===== config.mk =====
export PLATFORM = sky130hd
export DESIGN_NAME = bp_me_cfg_cmd_arbiter_flat
export DESIGN_NICKNAME = d
export VERILOG_FILES = /design/src/rtl/bp_me_cfg_cmd_arbiter_pkg.sv /design/src/rtl/bp_me_cfg_cmd_arbiter_if.sv /design/src/rtl/bp_me_cfg_cmd_arbiter_tracker.sv /design/src/rtl/bp_me_cfg_cmd_arbiter.sv /design/src/flat_wrapper.sv
export SDC_FILE = /design/constraint.sdc
export NUM_CORES = 1
export LEC_CHECK = 0
export CAP_MARGIN = 20
export CORE_AREA = 2 2 240 242
export CTS_BUF_LIST = sky130_fd_sc_hd__clkbuf_8
export DETAILED_ROUTE_END_ITERATION = 6
export DIE_AREA = 0 0 242 244
export HOLD_SLACK_MARGIN = 0.05
export PLACE_DENSITY = 0.3
export SLEW_MARGIN = 40
export SYNTH_ARGS = -nofsm -noshare
export SYNTH_HDL_FRONTEND = slang
export SYNTH_SLANG_ARGS = --single-unit

===== constraint.sdc =====
create_clock -name clk_i -period 4.8 [get_ports clk_i]
set_input_delay 0.48 -clock clk_i [delete_from_list [all_inputs] [get_ports clk_i]]
set_output_delay 0.48 -clock clk_i [all_outputs]
set_load 0.005 [all_outputs]

===== src/rtl/bp_me_cfg_cmd_arbiter_pkg.sv =====
// Shared types and helpers for the cfg command arbiter: BedRock header layout,
// arbiter state encoding and width helpers.
package bp_me_cfg_cmd_arbiter_pkg;

  typedef struct packed {
    logic [3:0]  msg_type;
    logic [2:0]  size;
    logic [39:0] addr;
    logic [7:0]  payload;
  } bp_bedrock_mem_header_s;

  typedef enum logic {e_cfg_arb_idle, e_cfg_arb_locked} bp_cfg_arb_state_e;

  localparam logic [0:0] e_idle   = 1'b0;
  localparam logic [0:0] e_locked = 1'b1;

  // Index width that never collapses to zero bits.
  function automatic int safe_clog2(input int n);
    return (n > 1) ? $clog2(n) : 1;
  endfunction

endpackage


===== src/rtl/bp_me_cfg_cmd_arbiter_if.sv =====
// Bundle of the requester-side and I/O-side streams around the cfg command arbiter.
// Every stream beat transfers on a cycle where valid and ready_and (or yumi) are both 1;
// valid never depends on ready, and yumi is asserted only for a beat actually taken.
interface bp_me_cfg_cmd_arbiter_if
  import bp_me_cfg_cmd_arbiter_pkg::*;
  #(parameter int num_req_p    = 2,
    parameter int data_width_p = 64);

  bp_bedrock_mem_header_s [num_req_p-1:0]                   req_header;
  logic                   [num_req_p-1:0][data_width_p-1:0] req_data;
  logic                   [num_req_p-1:0]                   req_v;
  logic                   [num_req_p-1:0]                   req_last;
  logic                   [num_req_p-1:0]                   req_yumi;

  bp_bedrock_mem_header_s  io_cmd_header;
  logic [data_width_p-1:0] io_cmd_data;
  logic                    io_cmd_v;
  logic                    io_cmd_last;
  logic                    io_cmd_ready_and;

  bp_bedrock_mem_header_s  io_resp_header;
  logic [data_width_p-1:0] io_resp_data;
  logic                    io_resp_v;
  logic                    io_resp_last;
  logic                    io_resp_ready_and;

  bp_bedrock_mem_header_s  resp_header;
  logic [data_width_p-1:0] resp_data;
  logic                    resp_last;
  logic [num_req_p-1:0]    resp_v;
  logic [num_req_p-1:0]    resp_ready_and;

  modport master (
    input  req_header, req_data, req_v, req_last,
    output req_yumi,
    output io_cmd_header, io_cmd_data, io_cmd_v, io_cmd_last,
    input  io_cmd_ready_and,
    input  io_resp_header, io_resp_data, io_resp_v, io_resp_last,
    output io_resp_ready_and,
    output resp_header, resp_data, resp_last, resp_v,
    input  resp_ready_and
  );

  modport slave (
    output req_header, req_data, req_v, req_last,
    input  req_yumi,
    input  io_cmd_header, io_cmd_data, io_cmd_v, io_cmd_last,
    output io_cmd_ready_and,
    output io_resp_header, io_resp_data, io_resp_v, io_resp_last,
    input  io_resp_ready_and,
    input  resp_header, resp_data, resp_last, resp_v,
    output resp_ready_and
  );

endinterface


===== src/rtl/bp_me_cfg_cmd_arbiter_tracker.sv =====
// In-order owner FIFO: one entry per outstanding command message, holding the
// index of the requester that issued it. Occupancy doubles as the credit count.
module bp_me_cfg_cmd_arbiter_tracker
  import bp_me_cfg_cmd_arbiter_pkg::*;
  #(parameter int depth_p = 16,
    parameter int width_p = 1,
    localparam int ptr_w_lp = safe_clog2(depth_p),
    localparam int cnt_w_lp = $clog2(depth_p + 1))
  (input  logic                clk,
   input  logic                rst_n,
   input  logic                push,
   input  logic [width_p-1:0]  push_data,
   input  logic                pop,
   output logic [width_p-1:0]  head,
   output logic                v,
   output logic                full,
   output logic                empty,
   output logic [cnt_w_lp-1:0] count);

  logic [width_p-1:0]  mem [depth_p];
  logic [ptr_w_lp-1:0] wr_ptr, rd_ptr;

  function automatic logic [ptr_w_lp-1:0] ptr_inc(input logic [ptr_w_lp-1:0] p);
    return (p == ptr_w_lp'(depth_p - 1)) ? '0 : p + 1'b1;
  endfunction

  always_ff @(posedge clk) begin
    if (push) mem[wr_ptr] <= push_data;
  end

  always_ff @(posedge clk or negedge rst_n) begin
    if (!rst_n) begin
      wr_ptr <= '0;
      rd_ptr <= '0;
      count  <= '0;
    end else begin
      if (push) wr_ptr <= ptr_inc(wr_ptr);
      if (pop)  rd_ptr <= ptr_inc(rd_ptr);
      case ({push, pop})
        2'b10:   count <= count + 1'b1;
        2'b01:   count <= count - 1'b1;
        default: count <= count;
      endcase
    end
  end

  assign head  = mem[rd_ptr];
  assign empty = (count == '0);
  assign full  = (count == cnt_w_lp'(depth_p));
  assign v     = ~empty;

endmodule


===== src/rtl/bp_me_cfg_cmd_arbiter.sv =====
// Round-robin arbiter sharing one BedRock cfg/MMIO command stream between requesters,
// with per-message lock, outstanding-message credits and in-order response steering.
module bp_me_cfg_cmd_arbiter
  import bp_me_cfg_cmd_arbiter_pkg::*;
  #(parameter int num_req_p     = 2,
    parameter int data_width_p  = 64,
    parameter int max_credits_p = 16,
    localparam int lg_req_lp    = safe_clog2(num_req_p),
    localparam int cred_w_lp    = $clog2(max_credits_p + 1))
  (input  logic                  clk_i,
   input  logic                  reset_n_i,
   bp_me_cfg_cmd_arbiter_if.master bus,
   output logic                  credits_empty_o,
   output logic                  credits_full_o,
   output logic [cred_w_lp-1:0]  credits_o,
   output bp_cfg_arb_state_e     state_o,
   output logic [lg_req_lp-1:0]  rr_o);

  localparam logic [num_req_p-1:0] one_lp = {{(num_req_p-1){1'b0}}, 1'b1};

  logic [0:0]              state_r, state_n;
  logic [lg_req_lp-1:0]    rr_r, rr_n, grant_r, grant_n, rr_sel, sel, sel_inc, head;
  logic                    accept, push, pop, tracker_v, tracker_full, tracker_empty;
  logic [data_width_p-1:0] cmd_data;
  int                      idx;

  // First valid requester at or after the rr pointer; scanning from the far end
  // lets the closest one win.
  always_comb begin
    rr_sel = rr_r;
    idx    = 0;
    for (int i = num_req_p - 1; i >= 0; i--) begin
      idx = int'(rr_r) + i;
      if (idx >= num_req_p) idx = idx - num_req_p;
      if (bus.req_v[idx]) rr_sel = lg_req_lp'(idx);
    end
  end

  always_comb begin
    sel     = (state_r == e_locked) ? grant_r : rr_sel;
    sel_inc = (sel == lg_req_lp'(num_req_p - 1)) ? '0 : sel + 1'b1;
    // Continuation beats bypass the credit check: their message already holds one.
    if (state_r == e_locked) bus.io_cmd_v = reset_n_i & bus.req_v[grant_r];
    else                     bus.io_cmd_v = reset_n_i & (|bus.req_v) & ~tracker_full;
    cmd_data          = bus.req_data[sel];
    bus.io_cmd_data   = cmd_data;
    bus.io_cmd_header = bus.req_header[sel];
    bus.io_cmd_last   = bus.req_last[sel];
    accept            = bus.io_cmd_v & bus.io_cmd_ready_and;
    bus.req_yumi      = accept ? (one_lp << sel) : '0;
    push              = accept & (state_r == e_idle);
  end

  always_comb begin
    state_n = state_r;
    rr_n    = rr_r;
    grant_n = grant_r;
    if (accept) begin
      if (bus.io_cmd_last) begin
        state_n = e_idle;
        rr_n    = sel_inc;
      end else if (state_r == e_idle) begin
        state_n = e_locked;
        grant_n = sel;
      end
    end
  end

  always_ff @(posedge clk_i or negedge reset_n_i) begin
    if (!reset_n_i) begin
      state_r <= e_idle;
      rr_r    <= '0;
      grant_r <= '0;
    end else begin
      state_r <= state_n;
      rr_r    <= rr_n;
      grant_r <= grant_n;
    end
  end

  always_comb begin
    bus.resp_header       = bus.io_resp_header;
    bus.resp_data         = bus.io_resp_data;
    bus.resp_last         = bus.io_resp_last;
    bus.resp_v            = (bus.io_resp_v & tracker_v) ? (one_lp << head) : '0;
    bus.io_resp_ready_and = tracker_v & bus.resp_ready_and[head];
    pop                   = bus.io_resp_v & bus.io_resp_ready_and & bus.io_resp_last;
  end

  bp_me_cfg_cmd_arbiter_tracker #(
    .depth_p (max_credits_p),
    .width_p (lg_req_lp)
  ) tracker (
    .clk       (clk_i),
    .rst_n     (reset_n_i),
    .push      (push),
    .push_data (sel),
    .pop       (pop),
    .head      (head),
    .v         (tracker_v),
    .full      (tracker_full),
    .empty     (tracker_empty),
    .count     (credits_o)
  );

  assign credits_empty_o = tracker_empty;
  assign credits_full_o  = tracker_full;
  assign state_o         = bp_cfg_arb_state_e'(state_r);
  assign rr_o            = rr_r;

  resp_without_owner: assert property (@(posedge clk_i) disable iff (!reset_n_i)
    !(bus.io_resp_v && tracker_empty));

endmodule


===== src/flat_wrapper.sv =====
// flat-port wrapper written by rule: the top's interface ports become plain ports
module bp_me_cfg_cmd_arbiter_flat import bp_me_cfg_cmd_arbiter_pkg::*;
#(parameter int num_req_p     = 2,
    parameter int data_width_p  = 64,
    parameter int max_credits_p = 16,
    localparam int lg_req_lp    = safe_clog2(num_req_p),
    localparam int cred_w_lp    = $clog2(max_credits_p + 1))
  (clk_i, reset_n_i, credits_empty_o, credits_full_o, credits_o, state_o, rr_o, bus_req_header, bus_req_data, bus_req_v, bus_req_last, bus_req_yumi, bus_io_cmd_header, bus_io_cmd_data, bus_io_cmd_v, bus_io_cmd_last, bus_io_cmd_ready_and, bus_io_resp_header, bus_io_resp_data, bus_io_resp_v, bus_io_resp_last, bus_io_resp_ready_and, bus_resp_header, bus_resp_data, bus_resp_last, bus_resp_v, bus_resp_ready_and);
  bp_me_cfg_cmd_arbiter_if #(.num_req_p(num_req_p), .data_width_p(data_width_p)) bus_i ();
  input  logic clk_i;
  input  logic reset_n_i;
  output logic credits_empty_o;
  output logic credits_full_o;
  output logic [cred_w_lp-1:0] credits_o;
  output bp_cfg_arb_state_e state_o;
  output logic [lg_req_lp-1:0] rr_o;
  input wire logic [$bits(bus_i.req_header)-1:0] bus_req_header;
  input wire logic [$bits(bus_i.req_data)-1:0] bus_req_data;
  input wire logic [$bits(bus_i.req_v)-1:0] bus_req_v;
  input wire logic [$bits(bus_i.req_last)-1:0] bus_req_last;
  output wire logic [$bits(bus_i.req_yumi)-1:0] bus_req_yumi;
  output wire logic [$bits(bus_i.io_cmd_header)-1:0] bus_io_cmd_header;
  output wire logic [$bits(bus_i.io_cmd_data)-1:0] bus_io_cmd_data;
  output wire logic [$bits(bus_i.io_cmd_v)-1:0] bus_io_cmd_v;
  output wire logic [$bits(bus_i.io_cmd_last)-1:0] bus_io_cmd_last;
  input wire logic [$bits(bus_i.io_cmd_ready_and)-1:0] bus_io_cmd_ready_and;
  input wire logic [$bits(bus_i.io_resp_header)-1:0] bus_io_resp_header;
  input wire logic [$bits(bus_i.io_resp_data)-1:0] bus_io_resp_data;
  input wire logic [$bits(bus_i.io_resp_v)-1:0] bus_io_resp_v;
  input wire logic [$bits(bus_i.io_resp_last)-1:0] bus_io_resp_last;
  output wire logic [$bits(bus_i.io_resp_ready_and)-1:0] bus_io_resp_ready_and;
  output wire logic [$bits(bus_i.resp_header)-1:0] bus_resp_header;
  output wire logic [$bits(bus_i.resp_data)-1:0] bus_resp_data;
  output wire logic [$bits(bus_i.resp_last)-1:0] bus_resp_last;
  output wire logic [$bits(bus_i.resp_v)-1:0] bus_resp_v;
  input wire logic [$bits(bus_i.resp_ready_and)-1:0] bus_resp_ready_and;
  assign bus_i.req_header = bus_req_header;
  assign bus_i.req_data = bus_req_data;
  assign bus_i.req_v = bus_req_v;
  assign bus_i.req_last = bus_req_last;
  assign bus_req_yumi = bus_i.req_yumi;
  assign bus_io_cmd_header = bus_i.io_cmd_header;
  assign bus_io_cmd_data = bus_i.io_cmd_data;
  assign bus_io_cmd_v = bus_i.io_cmd_v;
  assign bus_io_cmd_last = bus_i.io_cmd_last;
  assign bus_i.io_cmd_ready_and = bus_io_cmd_ready_and;
  assign bus_i.io_resp_header = bus_io_resp_header;
  assign bus_i.io_resp_data = bus_io_resp_data;
  assign bus_i.io_resp_v = bus_io_resp_v;
  assign bus_i.io_resp_last = bus_io_resp_last;
  assign bus_io_resp_ready_and = bus_i.io_resp_ready_and;
  assign bus_resp_header = bus_i.resp_header;
  assign bus_resp_data = bus_i.resp_data;
  assign bus_resp_last = bus_i.resp_last;
  assign bus_resp_v = bus_i.resp_v;
  assign bus_i.resp_ready_and = bus_resp_ready_and;
  bp_me_cfg_cmd_arbiter #(.num_req_p(num_req_p), .data_width_p(data_width_p), .max_credits_p(max_credits_p)) u_core (.clk_i(clk_i), .reset_n_i(reset_n_i), .bus(bus_i), .credits_empty_o(credits_empty_o), .credits_full_o(credits_full_o), .credits_o(credits_o), .state_o(state_o), .rr_o(rr_o));
endmodule

---- Word-level counts from Yosys, hierarchy flattened ----
Memories as Yosys holds them, arrays and structs flattened.
Cells that the tools add are included.
word-level totals
  bits in registers ....................... 16
  RAM bits ................................ 16
  memories kept ........................... 1
cells by class
  bitwise gates (word level) .............. 13
  reductions and logical operators ........ 5
  equality and inequality tests ........... 5
  add/subtract/negate cells ............... 8
  mux-type cells .......................... 31
  order comparisons ....................... 7
  shift-type cells ........................ 2
memory list
  memory              words  bits a word  read ports  clocked after Yosys merged registers in  write ports  RTL line                             text
  u_core.tracker.mem  16     1            1           0                                        1            bp_me_cfg_cmd_arbiter_tracker.sv:20  logic [width_p-1:0] mem [depth_p];
operators with widths
  cell                                                                                   number
  64-bit 2-to-1 mux                                                                      2
  55-bit 2-to-1 mux                                                                      2
  32-bit by 3-bit less-than comparator with 1-bit output (second input constant)         2
  32-bit 2-to-1 mux                                                                      2
  32-bit by 3-bit greater-or-equal comparator with 1-bit output (second input constant)  1
  32-bit by 3-bit subtractor with 32-bit output (second input constant)                  1
  1-bit 2-to-1 mux                                                                       20
  5-bit one-hot mux with 2 select lines                                                  1
  1-bit AND                                                                              9
  4-bit by 1-bit adder with 4-bit output (second input constant)                         2
  4-bit equality test (second input constant)                                            2
  4-bit 2-to-1 mux                                                                       2
  1-bit by 2-bit less-than comparator with 1-bit output (second input constant)          3
  5-bit by 1-bit adder with 5-bit output (second input constant)                         1
  5-bit equality test (second input constant)                                            1
  5-bit logical NOT                                                                      1
  5-bit by 1-bit subtractor with 5-bit output (second input constant)                    1
  2-bit 2-to-1 mux                                                                       2
  1-bit inverter                                                                         4
  1-bit by 1-bit << shifter with 2-bit output (first input constant)                     2
  3-bit AND reduction                                                                    1
  1-bit by 2-bit subtractor with 3-bit output (second input constant)                    1
  1-bit by 1-bit adder with 2-bit output (second input constant)                         1
  2-bit by 1-bit equality test with 1-bit output (second input constant)                 1
  other kinds (6)                                                                        6

---- Depth between registers and ports, before layout ----
Gate-level depths: netlist of run 1.
  depth in word-level cells ............... 13
  depth in mapped cells ................... 12
  depth with buffers taken out ............ 11

---- Hierarchy ----
From an unflattened synthesis of run 1, not the netlist that was laid out.
unflattened totals
  cells, all modules ...................... 419
  area, all modules ....................... 4410.5 µm²
by module, submodules not included
  module                         area an instance (µm²)  times used  cells an instance
  bp_me_cfg_cmd_arbiter          2891.5                  1           290
  bp_me_cfg_cmd_arbiter_tracker  1519.0                  1           129

---- Worst setup path after synthesis of run 1 ----
OpenSTA, ideal clock, no wires.
  kind .................................... register -> register
  start ................................... register u_core.tracker.rd_ptr[2]
  end ..................................... register u_core.tracker.count[4]
  data arrival time ....................... 3070 ps
  cell stages (with the launch flop) ...... 13
  setup slack ............................. 1603 ps
  clock period less this slack ............ 3197 ps
  cell sequence ........................... dfrtp_1 > buf_6 > mux4_2 > mux4_2 > mux2i_4 > nor2_2 > ha_1 > fa_1 > a21o_1 > a21oi_1 > xor2_1 > nor2_1 > xor2_1
on the way
  longest elaborated chain between the ends .. 8
ends and longest elaborated chain
  element                                                                                RTL line                             text
  start: declaration                                                                     bp_me_cfg_cmd_arbiter_tracker.sv:21  logic [ptr_w_lp-1:0] wr_ptr, rd_ptr;
  start signal: assignment                                                               bp_me_cfg_cmd_arbiter_tracker.sv:38  if (pop) rd_ptr <= ptr_inc(rd_ptr);
  memory 16 x 1 bit *                                                                    -
  1-bit 2-to-1 mux (not written as such) * (2 in series)                                 bp_me_cfg_cmd_arbiter.sv:86          bus.io_resp_ready_and = tracker_v & bus.resp_ready_and[head];
  1-bit AND *                                                                            bp_me_cfg_cmd_arbiter.sv:86
  1-bit AND * (2 in series)                                                              bp_me_cfg_cmd_arbiter.sv:87          pop = bus.io_resp_v & bus.io_resp_ready_and & bus.io_resp_last;
  net u_core.pop                                                                         bp_me_cfg_cmd_arbiter.sv:23          logic accept, push, pop, tracker_v, tracker_full, tracker_empty;
  2-bit by 1-bit equality test with 1-bit output or 2-bit equality test (tied branches)  bp_me_cfg_cmd_arbiter_tracker.sv:39  case ({push, pop})
  5-bit one-hot mux with 2 select lines or 2-bit nonzero test (tied branches)            -
  end signal: assignment                                                                 bp_me_cfg_cmd_arbiter_tracker.sv:40  2'b10: count <= count + 1'b1;
  end signal: assignment                                                                 bp_me_cfg_cmd_arbiter_tracker.sv:41  2'b01: count <= count - 1'b1;
  end signal: assignment                                                                 bp_me_cfg_cmd_arbiter_tracker.sv:42  default: count <= count;
  end: declaration                                                                       bp_me_cfg_cmd_arbiter_tracker.sv:18  output logic [cnt_w_lp-1:0] count);
Mark *: on every way through the listed nets, which the timed path passes. The rest lies on a longest branch. The select of a mux whose other input is x is not followed.
A chain may end at the register's enable or synchronous reset.

---- Worst setup path after layout of run 1 ----
Ends and elaborated chain as after synthesis.

==> summary.md, run 1 <==
| Metric | Value |
|---|---|
| Final hold vios | `0` |
| Placed inst area | `7930 um2` |
| First DRT Iteration DRCs | `122` |
| Count of buffers inserted at the top-level ports | `384` |
| Number of setup violations in the final report | `0` |
| Post-layout worst setup margin | `1110 ps` |
| HPWL after detailed placement | `25300 um` |
| Post-route cell area | `8010 um2` |
| Setup fix buffers added after clock tree synthesis | `0` |
| Register bit total from synthesis | `32` |
| Critical Path AT | `3860 ps` |
| Leading cell types by count after synthesis | `buf_4, mux2_2, mux2_1, dfrtp_1, edfxtp_1` |
| Final antenna-violating net count | `0` |
| Top-count cell post-synth | `buf_4` |
| Outcome | `completed` |
| Number of antenna diodes | `0` |
| Worst hold path type | `reg2reg` |
| Final RePlAce weighted congestion | `0.786` |
| Area overhead of the layout relative to synthesis | `98.4%` |
| Num CTS Buffers | `5` |
| Fraction of registers with async set/reset | `50.0%` |
| Root buf cell | `clkbuf_8` |
| Multi-input logic area | `2130 um2` |
| Gate count after technology mapping | `403` |
| Required time of the critical path | `4970 ps` |
| Unrepaired setup endpoints after global routing | `no` |
| Dominant register cell in the synthesized netlist | `edfxtp_1` |
| Clock net sink count | `32` |
| Crit path capture type | `register` |
| YS warnings | `0` |
| Biggest area contributors in the synthesized netlist | `mux2_2, buf_4, edfxtp_1, dfrtp_1, mux2_1` |
| Final #Nets | `1040` |
| Reg area | `881 um2` |
| Worst setup skew after layout | `4.90 ps` |
| Detailed-route wire length | `28200 um` |
| Largest net degree at the start of global routing | `65` |
| Detailed Routing Iterations Pass 1 | `4` |
| Max rail drop VDD | `0.000127 V` |
| Register-to-Register Setup Slack | `1110 ps` |
| Type of origin of the critical path | `register` |
| Effective utilization at floorplan | `7.19%` |
| Post-route DRC | `0` |
| Via-per-instance ratio | `2.79` |
| Net count after synthesis | `781` |
| Number of library cell types mapped by synthesis | `41` |
| Clock slew at reported path FFs | `70 ps` |
| Total via count after detailed routing | `3952` |
| Hold_buf cts | `0` |
| Avg Inst Size Synth | `10.0 um2` |
| Total Routing Usage GR | `8.96%` |
| Pre-CTS worst setup slack | `1030 ps` |
| Number of global-route vias before repair | `4466` |
| Clk_lat worst skew | `280 ps` |
| Cells resized by post-CTS repair | `0` |
| Max-capacitance violation count | `0` |
| TritonCTS clock tree | `done` |
| Cell leakage power | `2.73 nW` |
| Maximum achievable frequency | `0.271 GHz` |
| Horizontal die dimension | `242 um` |
| Area of the mapped netlist | `4040 um2` |
| Number of antenna violations at the first check in global routing | `4` |
| Maximum fanout along the worst path | `7` |
| Deepest level of the CTS H-tree | `2` |
| Core area | `56200 um2` |
| Number of enable flip-flop cells after synthesis | `16` |
| Chip Height | `244 um` |
| Least-Margin Pin Slew | `696 ps` |
| Largest area contributor in the netlist | `mux2_2` |
| Portion of synthesized cell area occupied by the leading cell type | `27.6%` |
| Final slew viol count | `0` |
| I/O pin count | `623` |
| Number of rows created at floorplan | `87` |
| Gr ovfl total | `0` |
| Drt wl/cell | `19.9 um` |
| Fillers | `6458` |
| First-pass GRT wire length | `36900 um` |
| Worst slew margin relative to its limit | `53.2%` |
| Die outline area | `59000 um2` |
| Setup tns final | `0 ps` |
| Share of the clock period used by the worst path | `76.8%` |
| Power density cells | `314 nW/um2` |
| Final critical delay including setup and external delays | `3690 ps` |
| Sequential fraction of the synthesis area | `21.8%` |
| Deepest clock path buffer count | `2` |
| Fraction of layout instances using a drive strength above 1 | `18.7%` |
| Category of the most critical setup path | `reg2reg` |
==> state kept, by name (all words and copies together) (netlist names) <==
name and cells:
u_core.grant_r 1, u_core.state_o 1, u_core.rr_o 1, u_core.tracker.wr_ptr 4, u_core.tracker.count 5, u_core.tracker.rd_ptr 4
u_core.tracker.mem 16
==> kinds of logic after synthesis <==
group	synth area share (%)
adders and majority gates	3.53
and+or+nand+nor	5.21
AOI/OAI and AO/OA	4.00
xor gates and xnor gates	1.52
muxes	38.1
DFF	21.8
buffers and inverters	25.8
==> per-layer routing <==
metal / track usage, % / share of wire, % / routed length (um) / up-vias
met5: 0.817 / 0.28 / 80 / -
met4: 0.871 / 0.45 / 127 / 4
met1: 9.21 / 35 / 9950 / 1769
met2: 14.9 / 47 / 13300 / 365
li1: - / - / - / 1802
met3: 6.85 / 17 / 4770 / 12
==> report_power, final <==
part / switching, W / internal [W] / leakage, nW
clock network: 0.000106 / 0.0000984 / 0.0453
logic: 0.000667 / 0.00115 / 2.35
registers: 0.000130 / 0.000368 / 0.331
total: 0.000903 / 0.00161 / 2.73
==> through the flow <==
stage	power, W	util (%)	cells	hold slack [ps]
after floorplan	0.00136	-	403	184
after global placement	0.00239	14.1	1411	564
after detailed placement	0.00236	14.1	1411	565
after CTS	0.00258	14.3	1419	582
after global routing	0.00272	14.3	1419	605
final	0.00252	14.3	1419	574
==> cells in the final DEF (no fill, tap or decap), types with 6 or more instances in the layout <==
cell type | synthesis | routed
a21oi_1 | 6 | 6
ha_1 | 9 | 9
inv_1 | 12 | 12
nor2_1 | 11 | 11
o21ai_0 | 8 | 8
mux2_2 | 99 | 99
dfrtp_1 | 16 | 16
nand2_1 | 11 | 11
edfxtp_1 | 16 | 16
mux2_1 | 24 | 24
clkdlybuf4s50_1 | 0 | 384
==> worst paths after layout <==
path | startpoint | endpoint | cells after the start
max in group asynchronous | reset_n_i | u_core.tracker.wr_ptr[2] | 2
hold / removal | u_core.tracker.count[2] | u_core.tracker.count[2] | 2
min in group asynchronous | reset_n_i | u_core.tracker.rd_ptr[2] | 2
hold reg to reg | u_core.tracker.count[2] | u_core.tracker.count[2] | 2
setup reg to reg | u_core.tracker.rd_ptr[2] | u_core.tracker.count[4] | 11
setup / recovery | u_core.tracker.rd_ptr[2] | u_core.tracker.count[4] | 11
==> cell type report <==
type	instances	share of cell area [%]
Timing Repair Buffer	391	48.9
Multi-Input combinational cell	218	26.6
Tap cell	756	11.8
Sequential cell	32	11.0
Clock buffer	5	0.859
Inverter	14	0.656
Clock inverter	3	0.172
==> worst max-delay path, cell delays in order, from the launching register on <==
cell and delay, ps:
dfrtp_1 590, mux4_2 560, mux4_2 570, mux2i_4 230
nor2_2 200, ha_1 370, ha_1 320, a21o_1 180
a21oi_1 180, xor2_1 160, nor2_1 60, xor2_1 140
Power figures use the tool's default switching activity.
==> run 2: changes to the inputs <==
--- a/config.mk
+++ b/config.mk
@@ -11,7 +11,7 @@
 export DETAILED_ROUTE_END_ITERATION = 6
 export DIE_AREA = 0 0 242 244
 export HOLD_SLACK_MARGIN = 0.05
-export PLACE_DENSITY = 0.3
+export PLACE_DENSITY = 0.31
 export SLEW_MARGIN = 40
 export SYNTH_ARGS = -nofsm -noshare
 export SYNTH_HDL_FRONTEND = slang
==> constraint.sdc (replaced) <==
create_clock -name clk_i -period 3.05 [get_ports clk_i]
set_input_delay 0.305 -clock clk_i [delete_from_list [all_inputs] [get_ports clk_i]]
set_output_delay 0.305 -clock clk_i [all_outputs]
set_load 0.005 [all_outputs]
==> run 2 against run 1 <==
The run now ends with negative setup slack left. Via count up 4.3%. First-iteration DRC count is 35% lower. Sequential share of layout area is 0.54 points lower. Total power is 75% higher. Highest routed layer unchanged. Die area is the same.
==> summary.md, run 2 (synthesized netlist as in run 1, its figures left out) <==
| Metric | Value |
|---|---|
| Outcome | `finished, violations left` |
| Violated checks | `negative setup slack` |
| Number of rows created at floorplan | `87` |
| Maximum achievable frequency | `0.325 GHz` |
| Area overhead of the layout relative to synthesis | `109%` |
| Chip Height | `244 um` |
| Share of the clock period used by the worst path | `101%` |
| Die outline area | `59000 um2` |
| Max reg flops | `16` |
| Most used cells in the layout excluding fill and tap cells | `clkdlybuf4s50_1, mux2_2, buf_4, mux2_1, edfxtp_1` |
| HPWL after detailed placement | `24000 um` |
| Number of antenna violations at the first check in global routing | `1` |
| Count of buffers inserted at the top-level ports | `384` |
| Final #Nets | `1076` |
| Worst slew margin relative to its limit | `73.7%` |
| Num CTS Buffers | `5` |
| Core area | `56200 um2` |
| Clock slew at reported path FFs | `70 ps` |
| Detailed-route wire length | `27200 um` |
| Worst setup skew after layout | `3.02 ps` |
| Deepest clock path buffer count | `2` |
| Total power | `0.00441 W` |
| Effective utilization at floorplan | `7.19%` |
| Max-capacitance violation count | `0` |
| Post-layout worst setup margin | `-23.1 ps` |
| Most common library cell in the layout ignoring fill and taps | `clkdlybuf4s50_1` |
| Number of setup violations in the final report | `1` |
| Deepest level of the CTS H-tree | `2` |
| Fraction of layout instances using a drive strength above 1 | `24.2%` |
| Max rail drop VDD | `0.000204 V` |
| Largest registers | `u_core.tracker.mem: 16 flops, u_core.tracker.count: 5 flops` |
| Clock net sink count | `32` |
| Category of the most critical setup path | `reg2reg` |
| Unrepaired setup endpoints after global routing | `yes` |
| Post-route DRC | `0` |
| Final critical delay including setup and external delays | `3070 ps` |
| Number of global-route vias before repair | `4686` |
| Final hold vios | `0` |
| I/O pin count | `623` |
| Fillers | `6406` |
| Internal cell power | `0.00289 W` |
| First DRT Iteration DRCs | `79` |
| Final RePlAce weighted congestion | `0.748` |
| First-pass GRT wire length | `35300 um` |
| Detailed Routing Iterations Pass 1 | `4` |
| Total Routing Usage GR | `8.54%` |
| Final slew viol count | `0` |
| Gr ovfl total | `0` |
| Total via count after detailed routing | `4121` |
| Drt wl/cell | `18.7 um` |
| Final antenna-violating net count | `0` |
| Cell leakage power | `2.99 nW` |
| Least-Margin Pin Slew | `391 ps` |
| Crit path capture type | `register` |
| Worst hold path type | `in2async` |
| Pre-CTS worst setup slack | `-149 ps` |
| Proportion of total power due to net switching | `34.4%` |
| Largest net degree at the start of global routing | `18` |
| Via-per-instance ratio | `2.83` |
| Critical Path AT | `3240 ps` |
| Root buf cell | `clkbuf_8` |
| Psw | `0.00152 W` |
| Power share of the sequential group | `16.9%` |
| Combinational Power Share | `75.2%` |
| Clock network power share | `7.9%` |
| Type of origin of the critical path | `register` |
| TritonCTS clock tree | `done` |
| Number of antenna diodes | `0` |
| Power density cells | `523 nW/um2` |
| Required time of the critical path | `3220 ps` |
| Horizontal die dimension | `242 um` |
| Clk_lat worst skew | `290 ps` |
| Register ranked first by flip-flop count | `u_core.tracker.mem` |
| Maximum fanout along the worst path | `5` |
run 2: path summary, 6_finish.rpt:
kind | slack, ps | cells after the start | endpoint | from
min | 430 | 2 | u_core.tracker.rd_ptr[0] | reset_n_i
max | -20 | 11 | u_core.tracker.count[4] | u_core.tracker.rd_ptr[2]
min in group clk_i | 570 | 1 | u_core.tracker.wr_ptr[0] | u_core.tracker.wr_ptr[0]
min reg2reg | 570 | 1 | u_core.tracker.wr_ptr[0] | u_core.tracker.wr_ptr[0]
max in group asynchronous | 2400 | 2 | u_core.tracker.rd_ptr[2] | reset_n_i
max reg2reg | -20 | 11 | u_core.tracker.count[4] | u_core.tracker.rd_ptr[2]
run 2: power groups by stage:
stage / Combinational (W) / Clock (W) / Sequential [W]
4_1_cts: 0.00326 / 0.000369 / 0.000746
3_5_place_dp: 0.00323 / 0 / 0.000755
2_1_floorplan: 0.00148 / 0 / 0.000680
3_3_place_gp: 0.00327 / 0 / 0.000756
5_1_grt: 0.00361 / 0.000387 / 0.000773
6_report: 0.00332 / 0.000348 / 0.000744
run 2: final cells by class:
class / count / area, um2 / area share, %
flip-flops and latches: 32 / 882 / 10.5
multi-input cells: 218 / 2160 / 25.6
inverters: 14 / 52.6 / 0.623
well taps: 756 / 946 / 11.2
repair buffers: 427 / 4300 / 51.0
clock buffers: 6 / 82.6 / 0.979
clock inverters: 2 / 11.3 / 0.134
run 2: repair_timing:
item                       in CTS  in global routing
setup endpoints to repair      15                 81
cloned                          0                  2
hold buffers                    0                  0
pin swaps                       2                  3
gates resized for setup        14                  8
buffers inserted                2                  3
run 2: worst max-delay path: stages, from the launching register on:
cell and delay [ps]:
dfrtp_2 450, mux4_2 520, mux4_2 540, mux2i_4 230, nor2_4 60, ha_4 180
fa_2 330, a21o_1 170, a21oi_2 130, xor2_1 150, nor2_1 60, xor2_1 130
run 2: per-layer routing:
metal  global-route usage, %  wire [um]
met2                    13.2      12200
met1                    8.61       9530
met5                    2.04        161
met3                    6.86       4720
met4                    2.61        669
run 2: per-stage QoR:
step | area (um2) | utilization, % | hold WS, ps | cells | setup TNS (ps)
after floorplan | 4060 | - | 9.41 | 403 | 0
after detailed placement | 8220 | 14.6 | 568 | 1440 | -150
after global placement | 8220 | 14.6 | 570 | 1440 | -244
after CTS | 8330 | 14.8 | 458 | 1450 | -67.1
after global routing | 8430 | 15.0 | 462 | 1455 | -184
final | 8430 | 15.0 | 428 | 1455 | -23.1
